--- src/rtl/uart_pkg.sv ---
// Shared definitions for the UART transmit and receive sides: FSM states,
// parity codes and the bit-period calculation.
package uart_pkg;

  typedef enum logic [2:0] {
    ST_IDLE,
    ST_START,
    ST_DATA,
    ST_PARITY,
    ST_STOP,
    ST_BREAK
  } uart_state_t;

  localparam int PARITY_NONE = 0;
  localparam int PARITY_ODD  = 1;
  localparam int PARITY_EVEN = 2;

  function automatic int cycles_per_bit(input int clk_hz, input int bit_rate);
    return clk_hz / bit_rate;
  endfunction

endpackage

--- src/rtl/uart_bit_timer.sv ---
// Bit-period timer: counts CPB clocks and pulses bit_done on the last one.
// Holding restart keeps the count at zero so the first period starts cleanly.
module uart_bit_timer #(
  parameter int CPB = 5000
) (
  input  logic clk,
  input  logic reset,
  input  logic restart,
  output logic bit_done
);

  localparam int CNT_W = (CPB > 1) ? $clog2(CPB) : 1;
  localparam logic [CNT_W-1:0] LAST = CNT_W'(CPB - 1);

  logic [CNT_W-1:0] r_cnt;

  always_ff @(posedge clk or posedge reset) begin
    if (reset) begin
      r_cnt <= '0;
    end else if (restart || (r_cnt == LAST)) begin
      r_cnt <= '0;
    end else begin
      r_cnt <= r_cnt + 1'b1;
    end
  end

  assign bit_done = !restart && (r_cnt == LAST);

endmodule

--- src/rtl/uart_tx.sv ---
// UART transmitter: start bit, LSB-first payload, optional parity, stop bit(s),
// plus a line-break generator. Line and busy are registered copies of the FSM view.
module uart_tx
  import uart_pkg::*;
#(
  parameter int BIT_RATE     = 9600,
  parameter int CLK_HZ       = 48000000,
  parameter int PAYLOAD_BITS = 8,
  parameter int STOP_BITS    = 1,
  parameter int PARITY       = 0
) (
  input  logic                    clk,
  input  logic                    reset,
  input  logic                    uart_tx_en,
  input  logic [PAYLOAD_BITS-1:0] uart_tx_data,
  input  logic                    uart_tx_break,
  output logic                    uart_txd,
  output logic                    uart_tx_busy
);

  localparam int CPB        = cycles_per_bit(CLK_HZ, BIT_RATE);
  localparam int FRAME_BITS = 1 + PAYLOAD_BITS + ((PARITY != PARITY_NONE) ? 1 : 0) + STOP_BITS;

  uart_state_t             r_state, w_state_next;
  logic [PAYLOAD_BITS-1:0] r_shift;
  logic [3:0]              r_bit_cnt;
  logic                    r_parity;
  logic                    r_txd, r_busy;
  logic                    w_txd, w_restart, w_bit_done;

  uart_bit_timer #(.CPB(CPB)) u_timer (
    .clk      (clk),
    .reset    (reset),
    .restart  (w_restart),
    .bit_done (w_bit_done)
  );

  always_ff @(posedge clk or posedge reset) begin
    if (reset) r_state <= ST_IDLE;
    else       r_state <= w_state_next;
  end

  always_comb begin
    w_state_next = r_state;
    w_txd        = 1'b1;
    w_restart    = 1'b0;
    case (r_state)
      ST_IDLE: begin
        w_restart = 1'b1;
        if (uart_tx_en)         w_state_next = ST_START;
        else if (uart_tx_break) w_state_next = ST_BREAK;
      end
      ST_START: begin
        w_txd = 1'b0;
        if (w_bit_done) w_state_next = ST_DATA;
      end
      ST_DATA: begin
        w_txd = r_shift[0];
        if (w_bit_done && (r_bit_cnt == 4'(PAYLOAD_BITS - 1)))
          w_state_next = (PARITY != PARITY_NONE) ? ST_PARITY : ST_STOP;
      end
      ST_PARITY: begin
        w_txd = r_parity;
        if (w_bit_done) w_state_next = ST_STOP;
      end
      ST_STOP: begin
        if (w_bit_done && (r_bit_cnt == 4'(STOP_BITS - 1))) w_state_next = ST_IDLE;
      end
      ST_BREAK: begin
        // Low for a whole frame's worth of bits, then one bit of mark.
        w_txd = (r_bit_cnt == 4'(FRAME_BITS));
        if (w_bit_done && (r_bit_cnt == 4'(FRAME_BITS))) w_state_next = ST_IDLE;
      end
      default: w_state_next = ST_IDLE;
    endcase
  end

  always_ff @(posedge clk or posedge reset) begin
    if (reset) begin
      r_shift   <= '0;
      r_bit_cnt <= '0;
      r_parity  <= 1'b0;
    end else if (r_state == ST_IDLE) begin
      r_bit_cnt <= '0;
      if (uart_tx_en) begin
        r_shift  <= uart_tx_data;
        r_parity <= (^uart_tx_data) ^ (PARITY == PARITY_ODD);
      end
    end else if (w_bit_done) begin
      r_bit_cnt <= (w_state_next != r_state) ? 4'd0 : r_bit_cnt + 4'd1;
      if (r_state == ST_DATA) r_shift <= r_shift >> 1;
    end
  end

  always_ff @(posedge clk or posedge reset) begin
    if (reset) begin
      r_txd  <= 1'b1;
      r_busy <= 1'b0;
    end else begin
      r_txd  <= w_txd;
      r_busy <= (r_state != ST_IDLE);
    end
  end

  assign uart_txd     = r_txd;
  assign uart_tx_busy = r_busy;

endmodule

--- config.mk ---
export PLATFORM = sky130hd
export DESIGN_NAME = uart_tx
export DESIGN_NICKNAME = d
export VERILOG_FILES = /design/src/rtl/uart_pkg.sv /design/src/rtl/uart_bit_timer.sv /design/src/rtl/uart_tx.sv
export SDC_FILE = /design/constraint.sdc
export NUM_CORES = 1
export LEC_CHECK = 0
export CAP_MARGIN = 25
export CORE_MARGIN = 1.5
export CORE_UTILIZATION = 30
export CTS_CLUSTER_DIAMETER = 150
export DETAILED_ROUTE_END_ITERATION = 10
export GPL_ROUTABILITY_DRIVEN = 1
export HOLD_SLACK_MARGIN = 0.05
export PLACE_DENSITY = 0.47
export SYNTH_ARGS = -nofsm -noshare
export SYNTH_HDL_FRONTEND = slang
export SYNTH_SLANG_ARGS = --single-unit
--- constraint.sdc ---
create_clock -name clk -period 1.7 [get_ports clk]
set_input_delay 0.51 -clock clk [delete_from_list [all_inputs] [get_ports clk]]
set_output_delay 0.51 -clock clk [all_outputs]
set_load 0.02 [all_outputs]
# Word-level counts from Yosys, hierarchy flattened

Index checks and enable logic that the tools add are counted.

Add/sub/neg operators: 2
Multipliers: 0
Divide/modulo/power cells: 0
$lt $le $gt $ge: 0
Equal/unequal tests: 10
Shifts and indexed selects: 0
Muxes and demuxes: 18
Bitwise operators: 0
Reduce and logical (&&, ||, !) cells: 14

Operator list:

| kind                                           | count |
|---|---|
| two-way mux 8 bit                              | 4 |
| two-way mux 3 bit                              | 7 |
| one-hot mux 3 bit (6 select lines)             | 1 |
| adder 13 x 1 -> 13 bit (second input constant) | 1 |
| == test 13 bit (second input constant)         | 1 |
| two-way mux 13 bit                             | 1 |
| two-way mux 4 bit                              | 3 |
| XOR reduction 8 bit                            | 1 |
| == test 3 x 2 -> 1 bit (second input constant) | 2 |
| == test 3 bit (second input constant)          | 2 |
| adder 4 x 1 -> 4 bit (second input constant)   | 1 |
| == test 4 x 3 -> 1 bit (second input constant) | 1 |
| == test 4 bit (second input constant)          | 1 |
| logical AND 1 bit                              | 4 |
| zero test 4 bit                                | 1 |
| one-hot mux 1 bit (4 select lines)             | 1 |
| nonzero test 2 bit                             | 2 |
| == test 3 x 1 -> 1 bit (second input constant) | 1 |
| zero test 3 bit                                | 1 |
| != test 3 bit                                  | 1 |
| AND reduction 3 bit                            | 1 |
| nonzero test 3 bit                             | 1 |
| != test 2 bit (second input constant)          | 1 |
| AND reduction 2 bit                            | 1 |
| other kinds (3)                                | 3 |

Register bits: 31
Bits in latches: 0
Bits in writable memories: 0
ROM bits: 0
Input port bits: 12
Output and inout port bits: 2
Memories: 0

# Longest topological paths before layout

Depth in word-level cells: 11
Depth in mapped cells: 7

# Cells and area by module

Synthesis repeated with hierarchy kept, for this count alone.

Cell total of the unflattened synthesis: 185
Area total of the unflattened synthesis: 1732.9 µm²

By module, submodules not included:

| module         | times used | cells each | area each (µm²) | seq. area each (µm²) |
|---|---|---|---|---|
| uart_tx        | 1          | 120        | 1098.6          | 451.7 |
| uart_bit_timer | 1          | 65         | 634.4           | 325.3 |

# Worst setup path before layout

Ideal clock, no wire load.

Kind: register -> register
Start: register u_timer.r_cnt[0]
End: register r_shift[1]
Library setup time: 0.125 ns
Arrival time: 1.603 ns
Data required time: 1.575 ns
Path slack: -0.027 ns
Stages on the path, launching flop included: 6
Buffers on the path: 0
Clock period less this slack: 1.727 ns
Cell sequence: dfrtp_1 > ha_1 > and4bb_4 > nand3_4 > o21ai_4 > mux2_2

Longest elaborated chain between the ends: 4

Ends and longest elaborated chain:

| element                              | RTL line             | text |
|---|---|---|
| start: declaration                   | uart_bit_timer.sv:15 | `logic [CNT_W-1:0] r_cnt;` |
| start signal: assignment             | uart_bit_timer.sv:23 | `r_cnt <= r_cnt + 1'b1;` |
| == test 13 bit                       | uart_bit_timer.sv:27 | `assign bit_done = !restart && (r_cnt == LAST);` |
| logical AND 1 bit                    | uart_bit_timer.sv:27 |  |
| nonzero test 2 bit (no source line)  | --                   |  |
| AND reduction 3 bit (no source line) | --                   |  |
| end signal: assignment               | uart_tx.sv:86        | `r_shift <= uart_tx_data;` |
| end signal: assignment               | uart_tx.sv:91        | `if (r_state == ST_DATA) r_shift <= r_shift >> 1;` |
| end: declaration                     | uart_tx.sv:25        | `logic [PAYLOAD_BITS-1:0] r_shift;` |

No other way between the ends.
A chain may end at the register's enable or synchronous reset.

# Final worst setup path

Start: register u_timer.r_cnt[1]
End: register r_shift[5]

Same word-level chain as after synthesis.

==> out/metrics.cfg <==
[placed_design]
hpwl_um=2830
dpl_worst_slack_ps=-41.8
gp_congestion=0.765
dp_area_um2=2120
port_buffers=13

[critical_path]
arrival_ps=1830
cp.buffers_inverters=1
r2r_endpoint=r_shift[5]
criticalPathCategory=reg -> reg
worst_r2r_path_depth=6
slowest_stage=sky130_fd_sc_hd__dfrtp_1
critical_path_source_type=register
regToRegStartpoint=u_timer.r_cnt[1]
crit_path_max_incr_delay_ps=370
critical_path.endpoint_type=register
timing.critical_path.max_delay_family=simple AND/OR/NAND/NOR gates
setup.reg_to_reg.worst_slack_ps=40
crit_path_cell_trace=ha_2 -> and4bb_4 -> nand3_4 -> o21ai_4 -> buf_12 -> mux2_2
required_ps=1870
crit_fanout=8

[floorplan]
die_w_um=79.5
io_pins=14
coreArea_um2=5570
initial_cell_density_of_the_core_pct=31.5
core_rows=27
design.die.area_um2=6320
chipHeight_um=79.5

[yosys]
syn-num-nets=189
synthTopCellsByCount=sky130_fd_sc_hd__dfrtp_1 (30), sky130_fd_sc_hd__nor2_1 (20), sky130_fd_sc_hd__xnor2_1 (16), sky130_fd_sc_hd__inv_1 (11), sky130_fd_sc_hd__mux2_2 (11)
number_of_enable_type_register_cells_in_the_synthesized_netlist=0
netlist-cell-type-count=40
synth.ff_latch_count=31
synthDominantCellAreaShare_pct=42.7
synth_warnings=0
yosys.cell_count.top_type=sky130_fd_sc_hd__dfrtp_1
synthFlopType=sky130_fd_sc_hd__dfrtp_1
sequential_cell_area_fraction_in_the_yosys_report_pct=44.2
mappedNetlistArea_um2=1760
avgSynthCellArea_um2=10.2
netlist_top_cells_area=sky130_fd_sc_hd__dfrtp_1 (43%), sky130_fd_sc_hd__xnor2_1 (8.0%), sky130_fd_sc_hd__mux2_2 (7.1%)
synth_top_area_cell=sky130_fd_sc_hd__dfrtp_1
async_reset_ff_share_pct=100
postSynthCellCount=173

[routing]
routed_wire_length_per_instance_um=13.2
route.vias.total=1401
drtIter0Drc=52
drcViolationCount=0
via_per_inst=4.83
first_pass_drt_iterations=4
post_route_wl_um=3840
postRouteAntennaNets=0

[final_layout]
fin_nets=233
area_growth_pct=33.0
multi_input_area_um2=927
layout-drive-gt1-share_pct=29.4
regArea_um2=778
fill_cells=556
diodes=0
final_cell_area_um2=2340

[clock_tree]
cts.root.buffer_cell=sky130_fd_sc_hd__clkbuf_8
tritoncts_num_sinks=31
cts_made_buffers=5
cts.clk_slew.worst_paths_ps=70
clock_tree.buffer_depth=2
clkLatencyLatePin_ps=280
cts_htree_levels=2
tritoncts_clock_tree=done

[timing]
finalHoldViolations=0
slew_headroom_pct=73.4
min_period_over_period_pct=97.7
grt_setup_unrepaired=yes
max_freq_mhz=602
period_needed_ps=1660
finalSetupViolations=0
clock-skew-final_ps=8.55
worst_path_setup_slack_after_routing_ps=38.3
worst_pin_slew_ps=395
finalMaxSlewViolations=0

[global_route]
grt_first_pass_wirelength_um=6630
maximum_number_of_pins_on_one_net_before_global_route_repair=32
globalRouteOverflowTotal=0
antenna_found_initial=0
grt_pass1_vias=1428
grt_util_overall_pct=13.7

[hold_path]
hold_depth=2
hp-start=r_parity
hold_end=r_parity
min-delay-path-class=reg -> reg

[power]
max-vdd-ir-drop_uv=291
total_leakage_power_nw=0.957
cellPowerDensity_nw_per_um2=677

[flow_run]
cap_violations=0

[outcome]
status=completed

cell type report:
type	count	share of cell area, %
clock buffers	6	3.54
clock inverters	2	1.50
inverters	12	1.93
multi-input cells	124	39.7
flip-flops and latches	31	33.3
well taps	72	3.86
repair buffers	43	16.2
routing by layer:
metal	share of wire, %	GRT usage (%)	routed length, um
met3	2.8	3.54	107
met2	48	22.3	1860
met4	1.5	5.61	59
met1	47	17.1	1810
met5	0	0	0
layout by cell type (no fill, tap or decap), drive strengths merged, types with 2 or more instances in the layout:
cell type and n:
a21oi 2, a311oi 2, and3 2, and4bb 3, buf 30, clkbuf 6
clkdlybuf4s50 11, dfrtp 30, dlygate4sd2 2, ha 4, inv 12, mux2 11
mux2i 3, nand2 10, nand3 10, nand3b 3, nand4 3, nor2 20
nor2b 2, nor3 4, nor4 3, nor4b 2, o21ai 10, o22ai 2
xnor2 16, xor2 2
sequential cells by signal (all words and copies together), names as in the netlist:
signal and cells:
r_parity 1, r_shift 8, r_bit_cnt 4, u_timer.r_cnt 13, uart_txd 1, r_state 3, uart_tx_busy 1
how the worst max path moves through the flow:
stage	startpoint	end	slack, ps	depth (start not counted)
2_1_floorplan	r_state[0]	r_shift[1]	4	5
3_3_place_gp	uart_tx_en	r_shift[3]	-20	4
3_5_place_dp	uart_tx_en	r_shift[6]	-40	4
4_1_cts	r_bit_cnt[0]	r_bit_cnt[2]	2	6
5_1_grt	u_timer.r_cnt[0]	r_shift[5]	-20	6
6_report	u_timer.r_cnt[1]	r_shift[5]	40	6
timing repair:
item / CTS / global route
pin swaps: 2 / 6
buffers inserted: 4 / 5
resized for setup: 4 / 6
endpoints found under the setup margin: 8 / 11
hold buffers: 0 / 0
power breakdown:
| group | internal [mW] | switching (mW) | total (mW) | leakage, nW |
|---|---|---|---|---|
| Clock | 0.474 | 0.287 | 0.761 | 0.0612 |
| Sequential | 0.738 | 0 | 0.738 | 0.398 |
| Combinational | 0.0474 | 0.0348 | 0.0822 | 0.498 |
worst min-delay path, stage by stage, from the launching register on:
cell	delay [ps]
sky130_fd_sc_hd__dfrtp_1	360
sky130_fd_sc_hd__nand2_1	50
sky130_fd_sc_hd__o21ai_0	50
cells by family (layout without fill, tap and decap cells):
logic type,after synthesis,in the layout,share of synthesized area [%]
AOI/OAI and AO/OA,22,22,8.55
xor gates and xnor gates,18,18,8.97
adders and majority gates,4,4,2.85
buffers and inverters,18,63,4.34
DFF,31,31,44.2
muxes,14,14,8.76
and+or+nand+nor,66,66,22.3
per-stage QoR:
step                total power, mW  cells  util [%]  hold WS (ps)  setup TNS [ps]
global route                   1.65    290      41.9           515           -80.3
global placement              0.835    273      38.0           478            -113
detailed placement            0.836    273      38.0           492            -219
CTS                            1.60    285      41.0           507               0
floorplan                     0.790    173         -           451               0
finish                         1.58    290      41.9           500               0
Power figures use the tool's default switching activity.
